--- config.mk ---
export PLATFORM = sky130hd
export DESIGN_NAME = uart_cmd_link_flat
export DESIGN_NICKNAME = d
export VERILOG_FILES = /design/src/rtl/uart_link_pkg.sv /design/src/rtl/uart_cmd_link_if.sv /design/src/rtl/uart_link_timer.sv /design/src/rtl/uart_cmd_link.sv /design/src/flat_wrapper.sv
export SDC_FILE = /design/constraint.sdc
export NUM_CORES = 1
export LEC_CHECK = 0
export ABC_AREA = 1
export CORE_ASPECT_RATIO = 1.4
export CORE_UTILIZATION = 55
export CTS_BUF_LIST = sky130_fd_sc_hd__clkbuf_8
export DETAILED_ROUTE_END_ITERATION = 7
export PLACE_DENSITY = 0.79
export SETUP_SLACK_MARGIN = 0.02
export SLEW_MARGIN = 40
export SYNTH_ARGS = -nofsm -noshare
export SYNTH_HDL_FRONTEND = slang
export SYNTH_HIERARCHICAL = 1
export SYNTH_SLANG_ARGS = --single-unit
export TNS_END_PERCENT = 100
--- constraint.sdc ---
create_clock -name clk -period 4.7 [get_ports clk]
set_input_delay 0.94 -clock clk [delete_from_list [all_inputs] [get_ports clk]]
set_output_delay 0.94 -clock clk [all_outputs]
set_load 0.01 [all_outputs]
--- src/rtl/uart_link_pkg.sv ---
// rtl/uart_link_pkg.sv - shared states and command constants for the UART command link
package uart_link_pkg;

  typedef enum logic [2:0] {
    S_STARTUP      = 3'd0,
    S_IDLE         = 3'd1,
    S_SEND         = 3'd2,
    S_TX_WAIT_BUSY = 3'd3,
    S_TX_RUN       = 3'd4,
    S_WAIT_ACK     = 3'd5,
    S_RESP         = 3'd6
  } link_state_e;

  localparam logic [2:0] ST_STARTUP      = S_STARTUP;
  localparam logic [2:0] ST_IDLE         = S_IDLE;
  localparam logic [2:0] ST_SEND         = S_SEND;
  localparam logic [2:0] ST_TX_WAIT_BUSY = S_TX_WAIT_BUSY;
  localparam logic [2:0] ST_TX_RUN       = S_TX_RUN;
  localparam logic [2:0] ST_WAIT_ACK     = S_WAIT_ACK;
  localparam logic [2:0] ST_RESP         = S_RESP;

  localparam logic [7:0] ACK_BYTE_DEFAULT = 8'h3C;

  localparam logic [3:0] CMD_TURN_ON  = 4'h6;
  localparam logic [3:0] CMD_TURN_OFF = 4'hD;
  localparam logic [7:0] CMD_TOGGLE   = 8'h9D;

  function automatic int unsigned max_u(input int unsigned a, input int unsigned b);
    return (a > b) ? a : b;
  endfunction

endpackage

--- src/rtl/uart_cmd_link_if.sv ---
// rtl/uart_cmd_link_if.sv - command request / response handshake between control logic and the link
interface uart_cmd_link_if;

  logic       cmd_valid;
  logic [7:0] cmd_data;
  logic       cmd_ready;
  logic       rsp_valid;
  logic       rsp_ok;
  logic [3:0] rsp_retries;

  modport master (
    output cmd_valid, cmd_data,
    input  cmd_ready, rsp_valid, rsp_ok, rsp_retries
  );

  modport slave (
    input  cmd_valid, cmd_data,
    output cmd_ready, rsp_valid, rsp_ok, rsp_retries
  );

endinterface

--- src/rtl/uart_link_timer.sv ---
// rtl/uart_link_timer.sv - loadable down-counter with zero flag, holds at zero
module uart_link_timer #(
  parameter int unsigned W         = 8,
  parameter logic [W-1:0] RESET_VAL = '0
) (
  input  logic         clk,
  input  logic         reset,
  input  logic         load_i,
  input  logic [W-1:0] load_val_i,
  input  logic         en_i,
  output logic         zero_o
);

  logic [W-1:0] cnt_q;
  logic [W-1:0] cnt_d;

  always_comb begin
    cnt_d = cnt_q;
    if (load_i) begin
      cnt_d = load_val_i;
    end else if (en_i && (cnt_q != '0)) begin
      cnt_d = cnt_q - 1'b1;
    end
  end

  always_ff @(posedge clk or posedge reset) begin
    if (reset) begin
      cnt_q <= RESET_VAL;
    end else begin
      cnt_q <= cnt_d;
    end
  end

  assign zero_o = (cnt_q == '0);

endmodule

--- src/rtl/uart_cmd_link.sv ---
// rtl/uart_cmd_link.sv - UART command/ACK link: start-up hold, one command per request,
// ACK timeout with bounded resends and a per-command result.
module uart_cmd_link
  import uart_link_pkg::*;
#(
  parameter int unsigned STARTUP_CYCLES     = 48000000,
  parameter int unsigned ACK_TIMEOUT_CYCLES = 4800,
  parameter int unsigned MAX_RETRIES        = 3,
  parameter logic [7:0]  ACK_BYTE           = ACK_BYTE_DEFAULT
) (
  input  logic           clk,
  input  logic           reset,
  uart_cmd_link_if.slave cmd_if,
  output logic           link_ready_o,
  output logic           uart_reset_o,
  output logic           tx_start_o,
  output logic [7:0]     tx_data_o,
  input  logic           tx_busy_i,
  input  logic           rx_done_i,
  input  logic [7:0]     rx_data_i,
  input  logic           rx_parity_error_i,
  output logic [7:0]     stray_cnt_o
);

  localparam int unsigned TMR_MAX = max_u(STARTUP_CYCLES, ACK_TIMEOUT_CYCLES);
  localparam int unsigned TMR_W   = $clog2(TMR_MAX) + 1;
  // Loading N-1 makes the zero flag appear exactly N cycles after the load decision.
  localparam logic [TMR_W-1:0] STARTUP_LOAD = TMR_W'(STARTUP_CYCLES - 1);
  localparam logic [TMR_W-1:0] ACK_LOAD     = TMR_W'(ACK_TIMEOUT_CYCLES - 1);

  logic [2:0] state_q, state_d;
  logic [7:0] tx_data_q, tx_data_d;
  logic [3:0] retry_q, retry_d;
  logic       rsp_ok_q, rsp_ok_d;
  logic [3:0] rsp_retries_q, rsp_retries_d;
  logic       link_ready_q, link_ready_d;
  logic       uart_reset_q, uart_reset_d;
  logic [7:0] stray_q, stray_d;

  logic tmr_load, tmr_en, tmr_zero;
  logic good_ack, ack_hit;

  uart_link_timer #(
    .W         (TMR_W),
    .RESET_VAL (STARTUP_LOAD)
  ) u_timer (
    .clk        (clk),
    .reset      (reset),
    .load_i     (tmr_load),
    .load_val_i (ACK_LOAD),
    .en_i       (tmr_en),
    .zero_o     (tmr_zero)
  );

  assign good_ack = rx_done_i && (rx_data_i == ACK_BYTE) && !rx_parity_error_i;

  always_comb begin
    state_d       = state_q;
    tx_data_d     = tx_data_q;
    retry_d       = retry_q;
    rsp_ok_d      = rsp_ok_q;
    rsp_retries_d = rsp_retries_q;
    link_ready_d  = link_ready_q;
    uart_reset_d  = uart_reset_q;
    tmr_load      = 1'b0;
    tmr_en        = 1'b0;
    ack_hit       = 1'b0;

    case (state_q)
      ST_STARTUP: begin
        tmr_en = 1'b1;
        if (tmr_zero) begin
          state_d      = ST_IDLE;
          uart_reset_d = 1'b0;
          link_ready_d = 1'b1;
        end
      end
      ST_IDLE: begin
        if (cmd_if.cmd_valid) begin
          tx_data_d = cmd_if.cmd_data;
          retry_d   = 4'd0;
          state_d   = ST_SEND;
        end
      end
      ST_SEND: begin
        state_d = ST_TX_WAIT_BUSY;
      end
      ST_TX_WAIT_BUSY: begin
        if (tx_busy_i) begin
          state_d = ST_TX_RUN;
        end
      end
      ST_TX_RUN: begin
        if (!tx_busy_i) begin
          tmr_load = 1'b1;
          state_d  = ST_WAIT_ACK;
        end
      end
      ST_WAIT_ACK: begin
        tmr_en = 1'b1;
        // A good ACK wins over a simultaneous timer expiry.
        if (good_ack) begin
          ack_hit       = 1'b1;
          rsp_ok_d      = 1'b1;
          rsp_retries_d = retry_q;
          state_d       = ST_RESP;
        end else if (tmr_zero) begin
          if (retry_q < 4'(MAX_RETRIES)) begin
            retry_d = retry_q + 4'd1;
            state_d = ST_SEND;
          end else begin
            rsp_ok_d      = 1'b0;
            rsp_retries_d = retry_q;
            state_d       = ST_RESP;
          end
        end
      end
      ST_RESP: begin
        state_d = ST_IDLE;
      end
      default: begin
        state_d = ST_STARTUP;
      end
    endcase
  end

  always_comb begin
    stray_d = stray_q;
    if (rx_done_i && !ack_hit && (stray_q != 8'hFF)) begin
      stray_d = stray_q + 8'd1;
    end
  end

  always_ff @(posedge clk or posedge reset) begin
    if (reset) begin
      state_q       <= ST_STARTUP;
      tx_data_q     <= 8'h00;
      retry_q       <= 4'd0;
      rsp_ok_q      <= 1'b0;
      rsp_retries_q <= 4'd0;
      link_ready_q  <= 1'b0;
      uart_reset_q  <= 1'b1;
      stray_q       <= 8'h00;
    end else begin
      state_q       <= state_d;
      tx_data_q     <= tx_data_d;
      retry_q       <= retry_d;
      rsp_ok_q      <= rsp_ok_d;
      rsp_retries_q <= rsp_retries_d;
      link_ready_q  <= link_ready_d;
      uart_reset_q  <= uart_reset_d;
      stray_q       <= stray_d;
    end
  end

  assign cmd_if.cmd_ready   = (state_q == ST_IDLE);
  assign cmd_if.rsp_valid   = (state_q == ST_RESP);
  assign cmd_if.rsp_ok      = rsp_ok_q;
  assign cmd_if.rsp_retries = rsp_retries_q;
  assign tx_start_o         = (state_q == ST_SEND);
  assign tx_data_o          = tx_data_q;
  assign link_ready_o       = link_ready_q;
  assign uart_reset_o       = uart_reset_q;
  assign stray_cnt_o        = stray_q;

endmodule
--- src/flat_wrapper.sv ---
// flat-port wrapper written by rule: the top's interface ports become plain ports
module uart_cmd_link_flat import uart_link_pkg::*;
#(
  parameter int unsigned STARTUP_CYCLES     = 48000000,
  parameter int unsigned ACK_TIMEOUT_CYCLES = 4800,
  parameter int unsigned MAX_RETRIES        = 3,
  parameter logic [7:0]  ACK_BYTE           = ACK_BYTE_DEFAULT
)
  (clk, reset, link_ready_o, uart_reset_o, tx_start_o, tx_data_o, tx_busy_i, rx_done_i, rx_data_i, rx_parity_error_i, stray_cnt_o, cmd_if_cmd_valid, cmd_if_cmd_data, cmd_if_cmd_ready, cmd_if_rsp_valid, cmd_if_rsp_ok, cmd_if_rsp_retries);
  uart_cmd_link_if cmd_if_i ();
  input  logic clk;
  input  logic reset;
  output logic link_ready_o;
  output logic uart_reset_o;
  output logic tx_start_o;
  output logic [7:0] tx_data_o;
  input  logic tx_busy_i;
  input  logic rx_done_i;
  input  logic [7:0] rx_data_i;
  input  logic rx_parity_error_i;
  output logic [7:0] stray_cnt_o;
  input wire logic [$bits(cmd_if_i.cmd_valid)-1:0] cmd_if_cmd_valid;
  input wire logic [$bits(cmd_if_i.cmd_data)-1:0] cmd_if_cmd_data;
  output wire logic [$bits(cmd_if_i.cmd_ready)-1:0] cmd_if_cmd_ready;
  output wire logic [$bits(cmd_if_i.rsp_valid)-1:0] cmd_if_rsp_valid;
  output wire logic [$bits(cmd_if_i.rsp_ok)-1:0] cmd_if_rsp_ok;
  output wire logic [$bits(cmd_if_i.rsp_retries)-1:0] cmd_if_rsp_retries;
  assign cmd_if_i.cmd_valid = cmd_if_cmd_valid;
  assign cmd_if_i.cmd_data = cmd_if_cmd_data;
  assign cmd_if_cmd_ready = cmd_if_i.cmd_ready;
  assign cmd_if_rsp_valid = cmd_if_i.rsp_valid;
  assign cmd_if_rsp_ok = cmd_if_i.rsp_ok;
  assign cmd_if_rsp_retries = cmd_if_i.rsp_retries;
  uart_cmd_link #(.STARTUP_CYCLES(STARTUP_CYCLES), .ACK_TIMEOUT_CYCLES(ACK_TIMEOUT_CYCLES), .MAX_RETRIES(MAX_RETRIES), .ACK_BYTE(ACK_BYTE)) u_core (.clk(clk), .reset(reset), .cmd_if(cmd_if_i), .link_ready_o(link_ready_o), .uart_reset_o(uart_reset_o), .tx_start_o(tx_start_o), .tx_data_o(tx_data_o), .tx_busy_i(tx_busy_i), .rx_done_i(rx_done_i), .rx_data_i(rx_data_i), .rx_parity_error_i(rx_parity_error_i), .stray_cnt_o(stray_cnt_o));
endmodule
==> results.sh, run 1 <==
export IMPL_synthToLayoutAreaGrowth_pct=22.1
export IMPL_finalNonFillerCells=733
export IMPL_async_flop_share=1.00
export IMPL_dr_pass1_iters=4
export IMPL_syn_area_mm2=0.00392
export IMPL_grt_ovfl_total=0
export IMPL_yosysWarningCount=6
export IMPL_cts_tree="done"
export IMPL_die_area_mm2=0.00747
export IMPL_numPlacedInstances=717
export IMPL_antenna_found_initial=0
export IMPL_yosysTopAreaCell="dfrtp_1"
export IMPL_antenna_violating_nets_post_route=0
export IMPL_netlist_top_cells_area="dfrtp_1, nand2_1, dfstp_2"
export IMPL_start_kind="flop"
export IMPL_hold_buffers=0
export IMPL_finalCritPeriodShare=0.577
export IMPL_cts_setup_buffers=0
export IMPL_r2r_cells=13
export IMPL_netlist_instances=562
export IMPL_hold_viol=0
export IMPL_ys_flop_type="dfrtp_1"
export IMPL_ioPinCount=48
export IMPL_port_buffers=47
export IMPL_post_cts_resized=0
export IMPL_syn_avg_cell_area_um2=6.98
export IMPL_dp_final_hpwl_um=6240
export IMPL_drive_above_1_share=0.146
export IMPL_status="complete, no violations"
export IMPL_setup_viol=0
export IMPL_num_fill_cells=627
export IMPL_fin_nets=658
export IMPL_arrival_ns=1.77
export IMPL_clock_sinks=57
export IMPL_clock_skew_ns=0.00758
export IMPL_synth_top_area_frac=0.236
export IMPL_viasPerCell=5.02
export IMPL_die_w_um=73.4
export IMPL_rows=36
export IMPL_vias=3683
export IMPL_grt_start_max_net_pins=38
export IMPL_r2r_start="u_core/u_timer/cnt_q[0]$_DFFE_PP1P_"
export IMPL_clk_pin_slew_ns=0.06
export IMPL_coreArea_mm2=0.00694
export IMPL_first_global_vias=3430
export IMPL_synth_edf_count=0
export IMPL_relSlewSlack=0.510
export IMPL_ys_types=34
export IMPL_worst_hold_path_num_cells=2
export IMPL_start_util=0.565
export IMPL_ctsLongestPathBuffers=2
export IMPL_grt_first_pass_wirelength_um=14700
export IMPL_n_antenna_cell=0
export IMPL_wl_per_cell_um=12.0
export IMPL_worstPathRequired_ns=3.76
export IMPL_crit_path_end_kind="output pin"
export IMPL_rsz0062_at_grt="false"
export IMPL_tns_ns=0
export IMPL_drc_errors=0
export IMPL_yosys_register_bits=57
export IMPL_ir_worst_vdd_mv=0.436
export IMPL_h_tree_depth=3
export IMPL_clock_latency_ns=0.35
export IMPL_seq_area_mm2=0.00145
export IMPL_die_y_um=102
export IMPL_p_per_area_mw_per_mm2=593
export IMPL_period_needed_ns=2.71
export IMPL_r2r_end="u_core/state_q[0]$_DFFE_PP0P_"
export IMPL_cp_max_fo=10
export IMPL_routed_wl_um=8800
export IMPL_multiInputGateArea_mm2=0.00221
export IMPL_drv_slew=0
export IMPL_root_buffer="clkbuf_8"
export IMPL_place_gp_congestion=0.915
export IMPL_seq_area_frac_synth=0.370
export IMPL_cts_buffers_inserted=9
export IMPL_tightestPinTransition_ns=0.729
export IMPL_path_class="flop to output pin"
export IMPL_hold_path_class="flop to flop"
export IMPL_maxCapViolCount=0
export IMPL_max_freq_mhz=369
export IMPL_yosys_top_cells_count="nand2_1, nand3_1, inv_1"
export IMPL_yosysMostFrequentCell="nand2_1"
export IMPL_min_delay_start="u_core/uart_reset_o$_DFFE_PP1P_"
export IMPL_grt_usage=0.255
export IMPL_drt_iter0_markers=277
export IMPL_p_leak_nw=2.47
export IMPL_rrSetupSlack_ns=2.13
export IMPL_hold_path_end="u_core/uart_reset_o$_DFFE_PP1P_"
[cell type report]
type,count,area share
multi-input combinational,448,0.462
inverter,68,0.0533
timing repair buffer,49,0.101
clock buffer,12,0.0345
clock inverter,4,0.0204
sequential,57,0.303
tap,95,0.0248
[routing by layer]
metal / share of wire / vias up / GRT usage
met3: 0.036 / 19 / 0.0365
met5: 0 / - / 0
met1: 0.41 / 1695 / 0.275
met2: 0.53 / 74 / 0.474
li1: - / 1895 / -
met4: 0.027 / 0 / 0.139
[registers in the layout, summed over array words and instances, names as in the netlist]
name                       flops
u_core/stray_cnt_o             8
u_core/uart_reset_o            1
u_core/retry_q                 4
u_core/state_q                 3
u_core/u_timer/cnt_q          27
u_core/cmd_if.rsp_retries      4
u_core/tx_data_o               8
u_core/link_ready_o            1
u_core/cmd_if.rsp_ok           1
[stage by stage]
stage	hold slack, ns	instance area (µm²)	power, mW	setup slack [ns]	util
after global placement	0.441	4520	2.19	1.69	0.652
after global routing	0.484	4780	3.07	1.82	0.690
after detailed placement	0.442	4520	2.23	1.66	0.652
after CTS	0.454	4780	2.85	1.98	0.690
after floorplan	0.458	4010	1.93	2.67	-
final	0.451	4780	2.84	1.99	0.690
[placed cells by master, fill, tap and decap left out, types with 7 or more instances in the layout]
cell / netlist / final
nand2_1: 195 / 195
clkbuf_8: 0 / 12
o21ai_0: 7 / 7
inv_1: 62 / 61
dfrtp_1: 37 / 37
mux2_4: 8 / 8
conb_1: 2 / 27
nand4_1: 12 / 12
nand3_1: 85 / 85
dfstp_2: 20 / 20
clkdlybuf4s50_1: 0 / 47
o21ai_2: 16 / 16
inv_2: 6 / 7
nor2_1: 57 / 56
[worst max-delay path, stage by stage (launching register included)]
cell and delay [ns]:
dfrtp_1 0.56, nand2_2 0.11, nor2_2 0.18, clkdlybuf4s50_1 0.57
[cell families (layout without fill, tap and decap cells)]
logic type	count (synthesis)	after routing	synth area share
DFF	57	57	0.370
AOI/OAI and AO/OA	26	26	0.0492
xor gates and xnor gates	5	5	0.0112
muxes	8	8	0.0306
buffers and inverters	82	133	0.0903
adders and majority gates	3	3	0.00958
and+or+nand+nor	379	379	0.437
other	2	27	0.00192
[where the power goes]
part / internal (mW) / switching, mW / total, mW / leakage [nW]
Sequential: 0.698 / 0.175 / 0.873 / 0.686
Clock: 0.395 / 0.203 / 0.598 / 0.129
Combinational: 0.538 / 0.826 / 1.36 / 1.66
[how the worst max path moves through the flow]
stage | from | end | slack, ns | depth (start not counted)
6_report | u_core/state_q[0]$_DFFE_PP0P_ | cmd_if_cmd_ready | 1.99 | 3
5_1_grt | tx_busy_i | u_core/u_timer/cnt_q[16]$_DFFE_PP0P_ | 1.82 | 7
4_1_cts | u_core/state_q[0]$_DFFE_PP0P_ | cmd_if_cmd_ready | 1.98 | 3
3_5_place_dp | tx_busy_i | u_core/u_timer/cnt_q[16]$_DFFE_PP0P_ | 1.66 | 7
3_3_place_gp | tx_busy_i | u_core/u_timer/cnt_q[16]$_DFFE_PP0P_ | 1.69 | 7
2_1_floorplan | u_core/u_timer/cnt_q[1]$_DFFE_PP1P_ | u_core/state_q[2]$_DFFE_PP0P_ | 2.67 | 13
No activity file was read; power rests on OpenSTA's default activity.
==> run 2, diff against run 1 <==
- clock period: 4.7 -> 2.8 ns (I/O delays scaled with it)
==> results.sh, run 2 (same netlist as run 1, synthesis figures left out) <==
export IMPL_worst_hold_path_num_cells=2
export IMPL_p_clk_frac=0.173
export IMPL_p_per_area_mw_per_mm2=968
export IMPL_start_kind="flop"
export IMPL_ioPinCount=48
export IMPL_vias=3840
export IMPL_max_freq_mhz=404
export IMPL_seq_area_mm2=0.00145
export IMPL_p_switching_mw=2.06
export IMPL_tns_ns=0
export IMPL_worstPathRequired_ns=3.03
export IMPL_combPwrFrac=0.508
export IMPL_rrSetupSlack_ns=0.33
export IMPL_r2r_end="u_core/state_q[2]$_DFFE_PP0P_"
export IMPL_final_cell_mix="nand2_1, nand3_1, inv_1"
export IMPL_worst_path_max_delay_cell="nor3_1"
export IMPL_first_global_vias=3587
export IMPL_h_tree_depth=3
export IMPL_num_fill_cells=641
export IMPL_setup_viol=0
export IMPL_hold_viol=0
export IMPL_r2r_start="u_core/u_timer/cnt_q[1]$_DFFE_PP1P_"
export IMPL_coreArea_mm2=0.00694
export IMPL_drt_iter0_markers=211
export IMPL_cts_buffers_inserted=9
export IMPL_cp_max_fo=7
export IMPL_cpPeakStageDelay_ns=0.50
export IMPL_grt_ovfl_total=0
export IMPL_clock_skew_ns=0.00641
export IMPL_path_class="flop to flop"
export IMPL_drv_slew=0
export IMPL_antenna_found_initial=0
export IMPL_drc_errors=0
export IMPL_start_util=0.565
export IMPL_post_cts_resized=0
export IMPL_grt_use_met3=0.0602
export IMPL_die_area_mm2=0.00747
export IMPL_ir_worst_vdd_mv=0.611
export IMPL_grt_start_max_net_pins=31
export IMPL_rows=36
export IMPL_largest_reg_flops=27
export IMPL_busiest_layer="met2"
export IMPL_period_needed_ns=2.47
export IMPL_grt_first_pass_wirelength_um=15800
export IMPL_crit_path_end_kind="flop"
export IMPL_gr_usage_met1=0.285
export IMPL_maxCapViolCount=0
export IMPL_pwr_share_seq=0.318
export IMPL_n_antenna_cell=0
export IMPL_clk_pin_slew_ns=0.07
export IMPL_viasPerCell=5.22
export IMPL_hold_buffers=0
export IMPL_antenna_violating_nets_post_route=0
export IMPL_dr_pass1_iters=5
export IMPL_ctsLongestPathBuffers=2
export IMPL_cts_setup_buffers=0
export IMPL_root_buffer="clkbuf_8"
export IMPL_die_y_um=102
export IMPL_arrival_ns=2.71
export IMPL_tightestPinTransition_ns=0.632
export IMPL_numPlacedInstances=720
export IMPL_routed_wl_um=9330
export IMPL_drive_above_1_share=0.147
export IMPL_cts_tree="done"
export IMPL_rsz0062_at_grt="false"
export IMPL_finalPower_mw=4.60
export IMPL_path_cells="inv_1 -> ha_1 -> nand2_4 -> nor2_8 -> nand2_2 -> nor3_1 -> inv_1 -> nand3_1 -> nand2_1 -> nor2_1 -> nand2_1 -> nand2_1 -> nand2_1"
export IMPL_status="complete, no violations"
export IMPL_r2r_cells=13
export IMPL_finalCritPeriodShare=0.884
export IMPL_wl_per_cell_um=12.7
export IMPL_intPower_mw=2.54
export IMPL_synthToLayoutAreaGrowth_pct=21.2
export IMPL_die_w_um=73.4
export IMPL_place_gp_congestion=0.948
export IMPL_port_buffers=47
export IMPL_min_delay_start="u_core/uart_reset_o$_DFFE_PP1P_"
export IMPL_dpl_cell_area_mm2=0.00454
export IMPL_grtUsageMet2=0.513
export IMPL_hold_path_end="u_core/uart_reset_o$_DFFE_PP1P_"
export IMPL_swShare=0.449
export IMPL_dp_final_hpwl_um=6800
export IMPL_final_cell_area_mm2=0.00475
export IMPL_path_common_cell="nand2_1"
export IMPL_p_leak_nw=2.47
export IMPL_top_register="u_core/u_timer/cnt_q"
export IMPL_finalNonFillerCells=736
export IMPL_clock_sinks=57
export IMPL_clock_latency_ns=0.35
export IMPL_final_common_cell="nand2_1"
export IMPL_grt_usage=0.280
export IMPL_fin_nets=661
export IMPL_multiInputGateArea_mm2=0.00221
export IMPL_relSlewSlack=0.575
export IMPL_hold_path_class="flop to flop"
[run 2: worst max path at each step]
stage / startpoint / end / cells past startpoint
final: u_core/u_timer/cnt_q[1]$_DFFE_PP1P_ / u_core/state_q[2]$_DFFE_PP0P_ / 13
after global placement: u_core/u_timer/cnt_q[1]$_DFFE_PP1P_ / u_core/state_q[2]$_DFFE_PP0P_ / 13
after floorplan: u_core/u_timer/cnt_q[1]$_DFFE_PP1P_ / u_core/state_q[2]$_DFFE_PP0P_ / 13
after global routing: u_core/u_timer/cnt_q[1]$_DFFE_PP1P_ / u_core/state_q[2]$_DFFE_PP0P_ / 13
after CTS: u_core/u_timer/cnt_q[1]$_DFFE_PP1P_ / u_core/state_q[2]$_DFFE_PP0P_ / 13
after detailed placement: u_core/u_timer/cnt_q[1]$_DFFE_PP1P_ / u_core/state_q[2]$_DFFE_PP0P_ / 13
[run 2: metrics by stage]
step	setup slack, ns	hold slack, ns	util
6_report	0.325	0.462	0.685
5_1_grt	0.123	0.485	0.685
4_1_cts	0.363	0.463	0.685
3_5_place_dp	0.412	0.452	0.655
3_3_place_gp	0.572	0.442	0.655
2_1_floorplan	0.773	0.458	-
[run 2: critical path, delay by kind of cell, from the launching register on]
family	cells	cell delay [ns]
and+or+nand+nor	10	1.46
DFF	1	0.36
adders and majority gates	1	0.31
buffers and inverters	2	0.23
[run 2: power groups by stage]
stage	clock (mW)	sequential, mW	combinational, mW
2_1_floorplan	0	1.43	1.80
3_3_place_gp	0	1.46	2.26
3_5_place_dp	0	1.47	2.33
4_1_cts	0.821	1.46	2.35
5_1_grt	0.854	1.50	2.63
6_report	0.797	1.46	2.34
[run 2: layer usage]
layer,up-vias,part of all wire
met4,0,0.045
met1,1800,0.37
met3,33,0.049
met2,112,0.53
li1,1895,-
met5,-,0
[run 2: final cells by class]
| class | instances | area share |
|---|---|---|
| timing repair buffer | 52 | 0.107 |
| multi-input combinational | 448 | 0.465 |
| clock buffer | 11 | 0.0319 |
| clock inverter | 5 | 0.0116 |
| tap | 95 | 0.0250 |
| sequential | 57 | 0.306 |
| inverter | 68 | 0.0537 |
==> run 3, diff against run 2 <==
- REMOVE_ABC_BUFFERS: unset -> 1
==> results.sh, run 3 (same netlist as run 1, synthesis figures left out) <==
export IMPL_rrSetupSlack_ns=0.45
export IMPL_grt_ovfl_total=0
export IMPL_dpl_cell_area_mm2=0.00454
export IMPL_first_global_vias=3485
export IMPL_rows=36
export IMPL_root_buffer="clkbuf_8"
export IMPL_p_per_area_mw_per_mm2=988
export IMPL_dp_final_hpwl_um=6610
export IMPL_top_register="u_core/u_timer/cnt_q"
export IMPL_cts_tree="done"
export IMPL_final_common_cell="nand2_1"
export IMPL_finalCritPeriodShare=0.843
export IMPL_finalNonFillerCells=734
export IMPL_post_cts_resized=0
export IMPL_wl_per_cell_um=12.7
export IMPL_grt_use_met3=0.0592
export IMPL_hold_buffers=0
export IMPL_numPlacedInstances=719
export IMPL_port_buffers=47
export IMPL_tns_ns=0
export IMPL_status="complete, no violations"
export IMPL_grtUsageMet2=0.494
export IMPL_routed_wl_um=9350
export IMPL_cp_max_fo=10
export IMPL_arrival_ns=1.80
export IMPL_fin_util=0.687
export IMPL_antenna_violating_nets_post_route=0
export IMPL_setup_viol=0
export IMPL_start_kind="flop"
export IMPL_synthToLayoutAreaGrowth_pct=21.6
export IMPL_busiest_layer="met2"
export IMPL_place_gp_congestion=0.873
export IMPL_coreArea_mm2=0.00694
export IMPL_clock_sinks=57
export IMPL_maxCapViolCount=0
export IMPL_dr_pass1_iters=5
export IMPL_tightestPinTransition_ns=0.563
export IMPL_grt_usage=0.277
export IMPL_ioPinCount=48
export IMPL_p_leak_nw=2.47
export IMPL_viasPerCell=5.10
export IMPL_ctsLongestPathBuffers=2
export IMPL_die_y_um=102
export IMPL_final_cell_mix="nand2_1, nand3_1, inv_1"
export IMPL_die_w_um=73.4
export IMPL_path_cells="nand2_2 -> nor2_2 -> clkdlybuf4s50_1"
export IMPL_worst_path_max_delay_cell="clkdlybuf4s50_1"
export IMPL_cpPeakStageDelay_ns=0.59
export IMPL_largest_reg_flops=27
export IMPL_drive_above_1_share=0.144
export IMPL_fin_nets=660
export IMPL_period_needed_ns=2.36
export IMPL_ir_worst_vdd_mv=0.600
export IMPL_drv_slew=0
export IMPL_h_tree_depth=3
export IMPL_crit_path_end_kind="output pin"
export IMPL_clock_latency_ns=0.36
export IMPL_path_class="flop to output pin"
export IMPL_cts_setup_buffers=0
export IMPL_n_antenna_cell=0
export IMPL_max_freq_mhz=424
export IMPL_clk_pin_slew_ns=0.06
export IMPL_grt_start_max_net_pins=31
export IMPL_cts_buffers_inserted=9
export IMPL_die_area_mm2=0.00747
export IMPL_vias=3742
export IMPL_hold_path_class="flop to flop"
export IMPL_drc_errors=0
export IMPL_clock_skew_ns=0.00633
export IMPL_hold_viol=0
export IMPL_start_util=0.565
export IMPL_antenna_found_initial=0
export IMPL_final_cell_area_mm2=0.00477
export IMPL_grt_first_pass_wirelength_um=15600
export IMPL_drt_iter0_markers=267
export IMPL_relSlewSlack=0.622
export IMPL_worstPathRequired_ns=2.24
export IMPL_gr_usage_met1=0.299
export IMPL_rsz0062_at_grt="false"
==> run 3: path summary, 6_finish.rpt <==
| kind | from | to | depth (start not counted) |
|---|---|---|---|
| setup / recovery | u_core/state_q[0]$_DFFE_PP0P_ | cmd_if_cmd_ready | 3 |
| hold / removal | u_core/uart_reset_o$_DFFE_PP1P_ | u_core/uart_reset_o$_DFFE_PP1P_ | 2 |
| setup reg to reg | u_core/u_timer/cnt_q[1]$_DFFE_PP1P_ | u_core/state_q[0]$_DFFE_PP0P_ | 13 |
| hold reg to reg | u_core/uart_reset_o$_DFFE_PP1P_ | u_core/uart_reset_o$_DFFE_PP1P_ | 2 |
| max in group asynchronous | reset | u_core/uart_reset_o$_DFFE_PP1P_ | 3 |
| min in group asynchronous | reset | u_core/u_timer/cnt_q[12]$_DFFE_PP0P_ | 3 |
==> run 3: routing by layer <==
metal,vias to the layer above,wire [µm],share of wire
met4,0,325,0.035
met2,105,4960,0.53
li1,1893,-,-
met1,1718,3670,0.39
met5,-,0,0
met3,26,400,0.043
==> run 3: stage by stage <==
stage / setup WS (ns) / power, mW / hold slack, ns
4_1_cts: 0.436 / 4.71 / 0.453
6_report: 0.440 / 4.71 / 0.450
3_5_place_dp: 0.468 / 3.78 / 0.442
2_1_floorplan: -0.113 / 3.11 / 0.458
5_1_grt: 0.222 / 5.08 / 0.477
3_3_place_gp: 0.605 / 3.71 / 0.443
==> run 3: critical path, delay by kind of cell, from the launching register on <==
family        cells  cell delay (ns)
buf+inv           1             0.59
flops             1             0.57
simple gates      2             0.29
==> run 3: area by class of cell <==
type                       count  area [µm²]
timing repair buffer          51         500
tap                           95         119
inverter                      68         255
multi-input combinational    448        2210
clock buffer                  12         165
clock inverter                 3        63.8
sequential                    57        1450
fill                         625        2170
==> run 3: report_power, final <==
group          internal, mW  switching (mW)
Clock                 0.566           0.338
Sequential             1.17           0.290
Combinational         0.906            1.44
Total                  2.64            2.06
